**config.mk**
```make
export PLATFORM = sky130hd
export DESIGN_NAME = registrador_multimodo
export DESIGN_NICKNAME = d
export VERILOG_FILES = /design/src/rtl/registrador_pkg.sv /design/src/rtl/celula_bit.sv /design/src/rtl/registrador_multimodo.sv
export SDC_FILE = /design/constraint.sdc
export NUM_CORES = 1
export LEC_CHECK = 0
export CORE_MARGIN = 4
export CORE_UTILIZATION = 54
export CTS_CLUSTER_DIAMETER = 80
export DETAILED_ROUTE_END_ITERATION = 8
export GPL_TIMING_DRIVEN = 0
export PLACE_DENSITY_LB_ADDON = 0.3
export RECOVER_POWER = 25
export SLEW_MARGIN = 20
export SYNTH_ARGS = -nofsm -noshare
export SYNTH_HDL_FRONTEND = slang
export SYNTH_HIERARCHICAL = 1
export SYNTH_SLANG_ARGS = --single-unit
```
**constraint.sdc**
```tcl
create_clock -name relogio -period 4.3 [get_ports relogio]
set_input_delay 0.86 -clock relogio [delete_from_list [all_inputs] [get_ports relogio]]
set_output_delay 0.86 -clock relogio [all_outputs]
set_load 0.05 [all_outputs]
```
**src/rtl/registrador_pkg.sv**
```systemverilog
// Opcode encodings shared by the multimode register and anything that drives its modo input.
package registrador_pkg;

    localparam int unsigned MODO_W = 3;

    localparam logic [MODO_W-1:0] MODO_HOLD = 3'b000;
    localparam logic [MODO_W-1:0] MODO_LOAD = 3'b001;
    localparam logic [MODO_W-1:0] MODO_INC  = 3'b010;
    localparam logic [MODO_W-1:0] MODO_DEC  = 3'b011;
    localparam logic [MODO_W-1:0] MODO_SHL  = 3'b100;
    localparam logic [MODO_W-1:0] MODO_SHR  = 3'b101;
    localparam logic [MODO_W-1:0] MODO_ROTL = 3'b110;
    localparam logic [MODO_W-1:0] MODO_CLR  = 3'b111;

endpackage

```
**src/rtl/celula_bit.sv**
```systemverilog
// One storage bit with asynchronous active-high reset to a per-bit value and an update enable.
module celula_bit #(
    parameter logic RESET_BIT = 1'b0
) (
    input  logic relogio,
    input  logic reinicia,
    input  logic habilita,
    input  logic d_i,
    output logic q_o
);

    logic q_q;

    always_ff @(posedge relogio or posedge reinicia) begin
        if (reinicia) begin
            q_q <= RESET_BIT;
        end else if (habilita) begin
            q_q <= d_i;
        end
    end

    assign q_o = q_q;

endmodule

```
**src/rtl/registrador_multimodo.sv**
```systemverilog
// WIDTH-bit register with load, count, shift and rotate ops selected by modo, plus a carry-out flag.
module registrador_multimodo
    import registrador_pkg::*;
#(
    parameter int unsigned      WIDTH       = 8,
    parameter logic [WIDTH-1:0] RESET_VALUE = '0,
    parameter int unsigned      STEP        = 1
) (
    input  logic              relogio,
    input  logic              reinicia,
    input  logic              habilita,
    input  logic [MODO_W-1:0] modo,
    input  logic [WIDTH-1:0]  dado,
    input  logic              entrada_serial,
    output logic [WIDTH-1:0]  resultado,
    output logic              transbordo,
    output logic              saida_serial,
    output logic              zero
);

    localparam logic [WIDTH-1:0] STEP_W = WIDTH'(STEP);

    logic [WIDTH-1:0] resultado_q, resultado_d;
    logic             transbordo_q, transbordo_d;
    logic [WIDTH:0]   soma;

    assign soma = {1'b0, resultado_q} + {1'b0, STEP_W};

    always_comb begin
        resultado_d  = resultado_q;
        transbordo_d = transbordo_q;
        case (modo)
            MODO_HOLD: ;
            MODO_LOAD: begin
                resultado_d  = dado;
                transbordo_d = 1'b0;
            end
            MODO_INC: begin
                resultado_d  = soma[WIDTH-1:0];
                transbordo_d = soma[WIDTH];
            end
            MODO_DEC: begin
                resultado_d  = resultado_q - STEP_W;
                transbordo_d = (resultado_q < STEP_W);
            end
            MODO_SHL: begin
                resultado_d  = {resultado_q[WIDTH-2:0], entrada_serial};
                transbordo_d = resultado_q[WIDTH-1];
            end
            MODO_SHR: begin
                resultado_d  = {entrada_serial, resultado_q[WIDTH-1:1]};
                transbordo_d = resultado_q[0];
            end
            MODO_ROTL: begin
                resultado_d  = {resultado_q[WIDTH-2:0], resultado_q[WIDTH-1]};
                transbordo_d = resultado_q[WIDTH-1];
            end
            MODO_CLR: begin
                resultado_d  = '0;
                transbordo_d = 1'b0;
            end
            default: ;
        endcase
    end

    // Each bit resets to its own slice of RESET_VALUE.
    for (genvar i = 0; i < WIDTH; i++) begin : g_bits
        celula_bit #(
            .RESET_BIT(RESET_VALUE[i])
        ) u_celula (
            .relogio (relogio),
            .reinicia(reinicia),
            .habilita(habilita),
            .d_i     (resultado_d[i]),
            .q_o     (resultado_q[i])
        );
    end

    always_ff @(posedge relogio or posedge reinicia) begin
        if (reinicia) begin
            transbordo_q <= 1'b0;
        end else if (habilita) begin
            transbordo_q <= transbordo_d;
        end
    end

    assign resultado    = resultado_q;
    assign transbordo   = transbordo_q;
    assign saida_serial = resultado_q[WIDTH-1];
    assign zero         = (resultado_q == '0);

endmodule

```
==> impl_results.html <==
<table>
<tr><th>Metric</th><th>Value</th></tr>
<tr><th colspan="2">Synth</th></tr>
<tr><td>Post-synth net total</td><td>about 170</td></tr>
<tr><td>Post-Synthesis Mean Instance Area</td><td>roughly 7.6 µm²</td></tr>
<tr><td>Portion of the post-synthesis area used by sequential elements</td><td>0.191</td></tr>
<tr><td>Post-synthesis cell area</td><td>~1200 µm²</td></tr>
<tr><td>Number of synthesized register bits</td><td>9</td></tr>
<tr><td>Number of synthesized flops with an enable pin</td><td>0</td></tr>
<tr><td>Library cell with the largest summed area after synthesis</td><td>sky130_fd_sc_hd__dfrtp_1</td></tr>
<tr><td>Most frequent cells after synthesis</td><td>sky130_fd_sc_hd__a21oi_1, sky130_fd_sc_hd__nor2_1, sky130_fd_sc_hd__inv_1, sky130_fd_sc_hd__nand2_1, sky130_fd_sc_hd__dfrtp_1</td></tr>
<tr><td>Number of distinct library cells after synthesis</td><td>between 40 and 50</td></tr>
<tr><td>Top cell type's share of synthesized area</td><td>0.191</td></tr>
<tr><td>Async S/R FF share, synth</td><td>1.00</td></tr>
<tr><td>Main area contributors after synthesis</td><td>sky130_fd_sc_hd__dfrtp_1, sky130_fd_sc_hd__mux2_4, sky130_fd_sc_hd__a21oi_1</td></tr>
<tr><td>Warnings, synthesis</td><td>6</td></tr>
<tr><td>Most used flip-flop cell after synthesis</td><td>sky130_fd_sc_hd__dfrtp_1</td></tr>
<tr><td>Post-Synthesis Cells</td><td>about 160</td></tr>
<tr><th colspan="2">Routing</th></tr>
<tr><td>Total via count after detailed routing</td><td>1308</td></tr>
<tr><td>DR DRC count</td><td>0</td></tr>
<tr><td>DRC marker count from the first detailed-route iteration</td><td>71</td></tr>
<tr><td>Vias per std cell</td><td>6.23</td></tr>
<tr><td>DR pass1 iterations</td><td>5</td></tr>
<tr><td>WL final</td><td>about 3200 µm</td></tr>
<tr><td>Mean routed wirelength per cell</td><td>15.2 µm</td></tr>
<tr><td>Detail Route Antenna Nets</td><td>0</td></tr>
<tr><th colspan="2">Place</th></tr>
<tr><td>Half-perimeter wire length after detailed placement</td><td>2410 µm</td></tr>
<tr><td>Final weighted congestion in routability-driven placement</td><td>0.876</td></tr>
<tr><td>Dpl cell area</td><td>1460 µm²</td></tr>
<tr><td>Total of buffers placed on input and output ports</td><td>24</td></tr>
<tr><th colspan="2">Worst setup path</th></tr>
<tr><td>Worst Path Max Fanout</td><td>11</td></tr>
<tr><td>Worst Path Class, Setup</td><td>flip-flop to output port</td></tr>
<tr><td>Required time worst endpoint</td><td>3.44 ns</td></tr>
<tr><td>CP top delay family</td><td>buffers and inverters</td></tr>
<tr><td>Slowest cell delay on critical path</td><td>0.83 ns</td></tr>
<tr><td>Number of cells on the critical path</td><td>6</td></tr>
<tr><td>Reg-to-reg setup timing slack</td><td>between 2 and 2.5 ns</td></tr>
<tr><td>Source of the worst register-to-register timing path</td><td>g_bits[0].u_celula/q_o</td></tr>
<tr><td>Endpoint of the worst register-to-register path</td><td>g_bits[6].u_celula/q_o</td></tr>
<tr><td>Kind of capture point of the worst setup path</td><td>output port</td></tr>
<tr><td>Critical path arrival</td><td>2.83 ns</td></tr>
<tr><td>CP Launch Type</td><td>flip-flop</td></tr>
<tr><td>Highest-delay cell along the critical path</td><td>sky130_fd_sc_hd__clkdlybuf4s50_1</td></tr>
<tr><td>Worst R2R Path Depth</td><td>7</td></tr>
<tr><td>Crit path buf inv count</td><td>2</td></tr>
<tr><td>Cell chain of the critical path</td><td>inv_1 -&gt; ha_1 -&gt; nor3b_1 -&gt; nand2_1 -&gt; nor3_1 -&gt; clkdlybuf4s50_1</td></tr>
<tr><th colspan="2">GRT</th></tr>
<tr><td>Initial antenna violation count</td><td>0</td></tr>
<tr><td>Overall fraction of global-route tracks in use</td><td>0.243</td></tr>
<tr><td>Pin count of the biggest net entering global routing</td><td>12</td></tr>
<tr><td>Number of global-route vias before repair</td><td>1212</td></tr>
<tr><td>First-pass GRT wire length</td><td>5350 µm</td></tr>
<tr><td>Global route overflow</td><td>0</td></tr>
<tr><th colspan="2">Clock tree</th></tr>
<tr><td>CTS tree</td><td>built</td></tr>
<tr><td>Clk slew on worst S/H paths</td><td>0.07 ns</td></tr>
<tr><td>Clk Tree Root Cell</td><td>sky130_fd_sc_hd__clkbuf_4</td></tr>
<tr><td>Cells resized by post-CTS repair</td><td>0</td></tr>
<tr><td>Number of buffers on the longest clock path</td><td>2</td></tr>
<tr><td>Count of hold buffers inserted by post-cts repair</td><td>0</td></tr>
<tr><td>Clock latency of the later-clocked register in the worst-skew pair</td><td>0.26 ns</td></tr>
<tr><td>Buffer count from post-CTS setup fixing</td><td>0</td></tr>
<tr><td>Clock sink count</td><td>9</td></tr>
<tr><td>TritonCTS Buffers</td><td>3</td></tr>
<tr><td>Clock H-tree levels</td><td>1</td></tr>
<tr><th colspan="2">Timing</th></tr>
<tr><td>Worst Max-Slew Pin Slew</td><td>between 0.5 and 0.6 ns</td></tr>
<tr><td>Final setup violating endpoints</td><td>0</td></tr>
<tr><td>Max Clk Rate</td><td>271 MHz</td></tr>
<tr><td>Hold slack final</td><td>0.514 ns</td></tr>
<tr><td>Setup tns final</td><td>0 ns</td></tr>
<tr><td>Share of the cycle needed by the critical path after routing</td><td>0.857</td></tr>
<tr><td>Clock tree skew after final layout</td><td>0.00859 ns</td></tr>
<tr><td>Number of failing hold endpoints at the final stage</td><td>0</td></tr>
<tr><td>Fin crit period</td><td>3.69 ns</td></tr>
<tr><td>RSZ-0062 raised after global routing</td><td>false</td></tr>
<tr><td>Relative max-transition margin</td><td>0.625</td></tr>
<tr><td>Final Slew Violations</td><td>0</td></tr>
<tr><th colspan="2">Status</th></tr>
<tr><td>Run status</td><td>completed</td></tr>
<tr><th colspan="2">Floorplanning</th></tr>
<tr><td>Initial core utilization</td><td>0.584</td></tr>
<tr><td>Area enclosed by the die boundary</td><td>3000 µm²</td></tr>
<tr><td>Die X</td><td>54.8 µm</td></tr>
<tr><td>Y dimension of the die</td><td>approximately 55 µm</td></tr>
<tr><td>Core area</td><td>approximately 2000 µm²</td></tr>
<tr><td>I/O pin count</td><td>26</td></tr>
<tr><td>Standard-cell row count</td><td>16</td></tr>
<tr><th colspan="2">Finish</th></tr>
<tr><td>Cell area after layout</td><td>1480 µm²</td></tr>
<tr><td>Number of inserted diodes</td><td>0</td></tr>
<tr><td>Area Overhead vs Synth</td><td>25.4%</td></tr>
<tr><td>Nets</td><td>201</td></tr>
<tr><td>Fraction of layout instances using a drive strength above 1</td><td>0.158</td></tr>
<tr><th colspan="2">Worst hold path</th></tr>
<tr><td>Endpoint with the worst hold slack</td><td>transbordo</td></tr>
<tr><td>Class of the worst hold path</td><td>flip-flop to flip-flop</td></tr>
<tr><td>Launch instance of the worst min-delay path</td><td>transbordo</td></tr>
<tr><td>Hold Path Cell Cnt</td><td>1</td></tr>
<tr><th colspan="2">Power</th></tr>
<tr><td>Leak pwr</td><td>0.000630 µW</td></tr>
<tr><td>Power per standard cell area</td><td>426 nW/µm²</td></tr>
<tr><td>Total power after layout</td><td>roughly 630 µW</td></tr>
<tr><td>Max rail drop VDD</td><td>0.409 mV</td></tr>
<tr><th colspan="2">Flow run</th></tr>
<tr><td>Max Cap Violations</td><td>0</td></tr>
</table>
==> worst max-delay path by stage <==
stage,start,end
6_report,g_bits[0].u_celula/q_o,zero
2_1_floorplan,g_bits[1].u_celula/q_o,zero
4_1_cts,g_bits[0].u_celula/q_o,zero
5_1_grt,g_bits[0].u_celula/q_o,zero
3_5_place_dp,g_bits[0].u_celula/q_o,zero
3_3_place_gp,g_bits[0].u_celula/q_o,zero
==> power breakdown <==
group	switching, µW	internal, µW	leakage (µW)	total, µW
clock	30.1	35.8	0.0000150	65.8
combinational	255	172	0.000500	427
sequential	32.4	107	0.000115	139
total	317	315	0.000630	632
==> area by class of cell <==
cell class              instances  area [µm²]
repair buffers                 24         240
multi-input cells             118         807
clock buffers                   4        26.3
flip-flops and latches          9         225
plain buffers                  14        96.3
fillers                       172         541
inverters                      14        52.6
well taps                      27        33.8
==> metal layers <==
metal | GRT usage | part of all wire | vias to the layer above
li1 | - | - | 623
met1 | 0.323 | 0.42 | 605
met2 | 0.384 | 0.48 | 74
met3 | 0.0436 | 0.084 | 6
met4 | 0.0996 | 0.012 | 0
met5 | 0 | 0 | -
==> kinds of logic after synthesis <==
logic type	after synthesis	synth area share
flops	9	0.191
xor+xnor	6	0.0445
compound gates	49	0.279
simple gates	53	0.237
mux	8	0.102
fa+ha+maj	2	0.0212
buf+inv	28	0.126
==> cell usage in the layout, fill, tap and decap left out, types with 3 or more instances in the layout <==
master	synthesis	layout
sky130_fd_sc_hd__inv_1	13	13
sky130_fd_sc_hd__a211oi_1	4	4
sky130_fd_sc_hd__mux2_4	8	8
sky130_fd_sc_hd__o21ai_0	5	5
sky130_fd_sc_hd__clkdlybuf4s50_1	0	23
sky130_fd_sc_hd__a32oi_1	6	6
sky130_fd_sc_hd__dfrtp_1	9	9
sky130_fd_sc_hd__clkbuf_1	3	4
sky130_fd_sc_hd__clkbuf_4	0	3
sky130_fd_sc_hd__nand2_1	10	10
sky130_fd_sc_hd__a21oi_1	16	16
sky130_fd_sc_hd__buf_6	4	4
sky130_fd_sc_hd__nor2_1	16	16
sky130_fd_sc_hd__a31oi_1	3	3
sky130_fd_sc_hd__nand3_1	4	4
sky130_fd_sc_hd__nor3_1	6	6
sky130_fd_sc_hd__buf_2	5	5
sky130_fd_sc_hd__xor2_1	4	4
==> flip-flops by register name, summed over array words and instances, names as in the netlist <==
name and cells:
g_bits.u_celula/q_o 8, transbordo 1
==> stage by stage <==
step           utilization  cells  setup slack [ns]
6_report             0.733    210             0.614
5_1_grt              0.733    210             0.441
4_1_cts              0.733    210             0.660
3_5_place_dp         0.720    206             0.961
3_3_place_gp         0.720    206              1.05
2_1_floorplan            -    155             0.889
(Power assumes the default switching activity.)
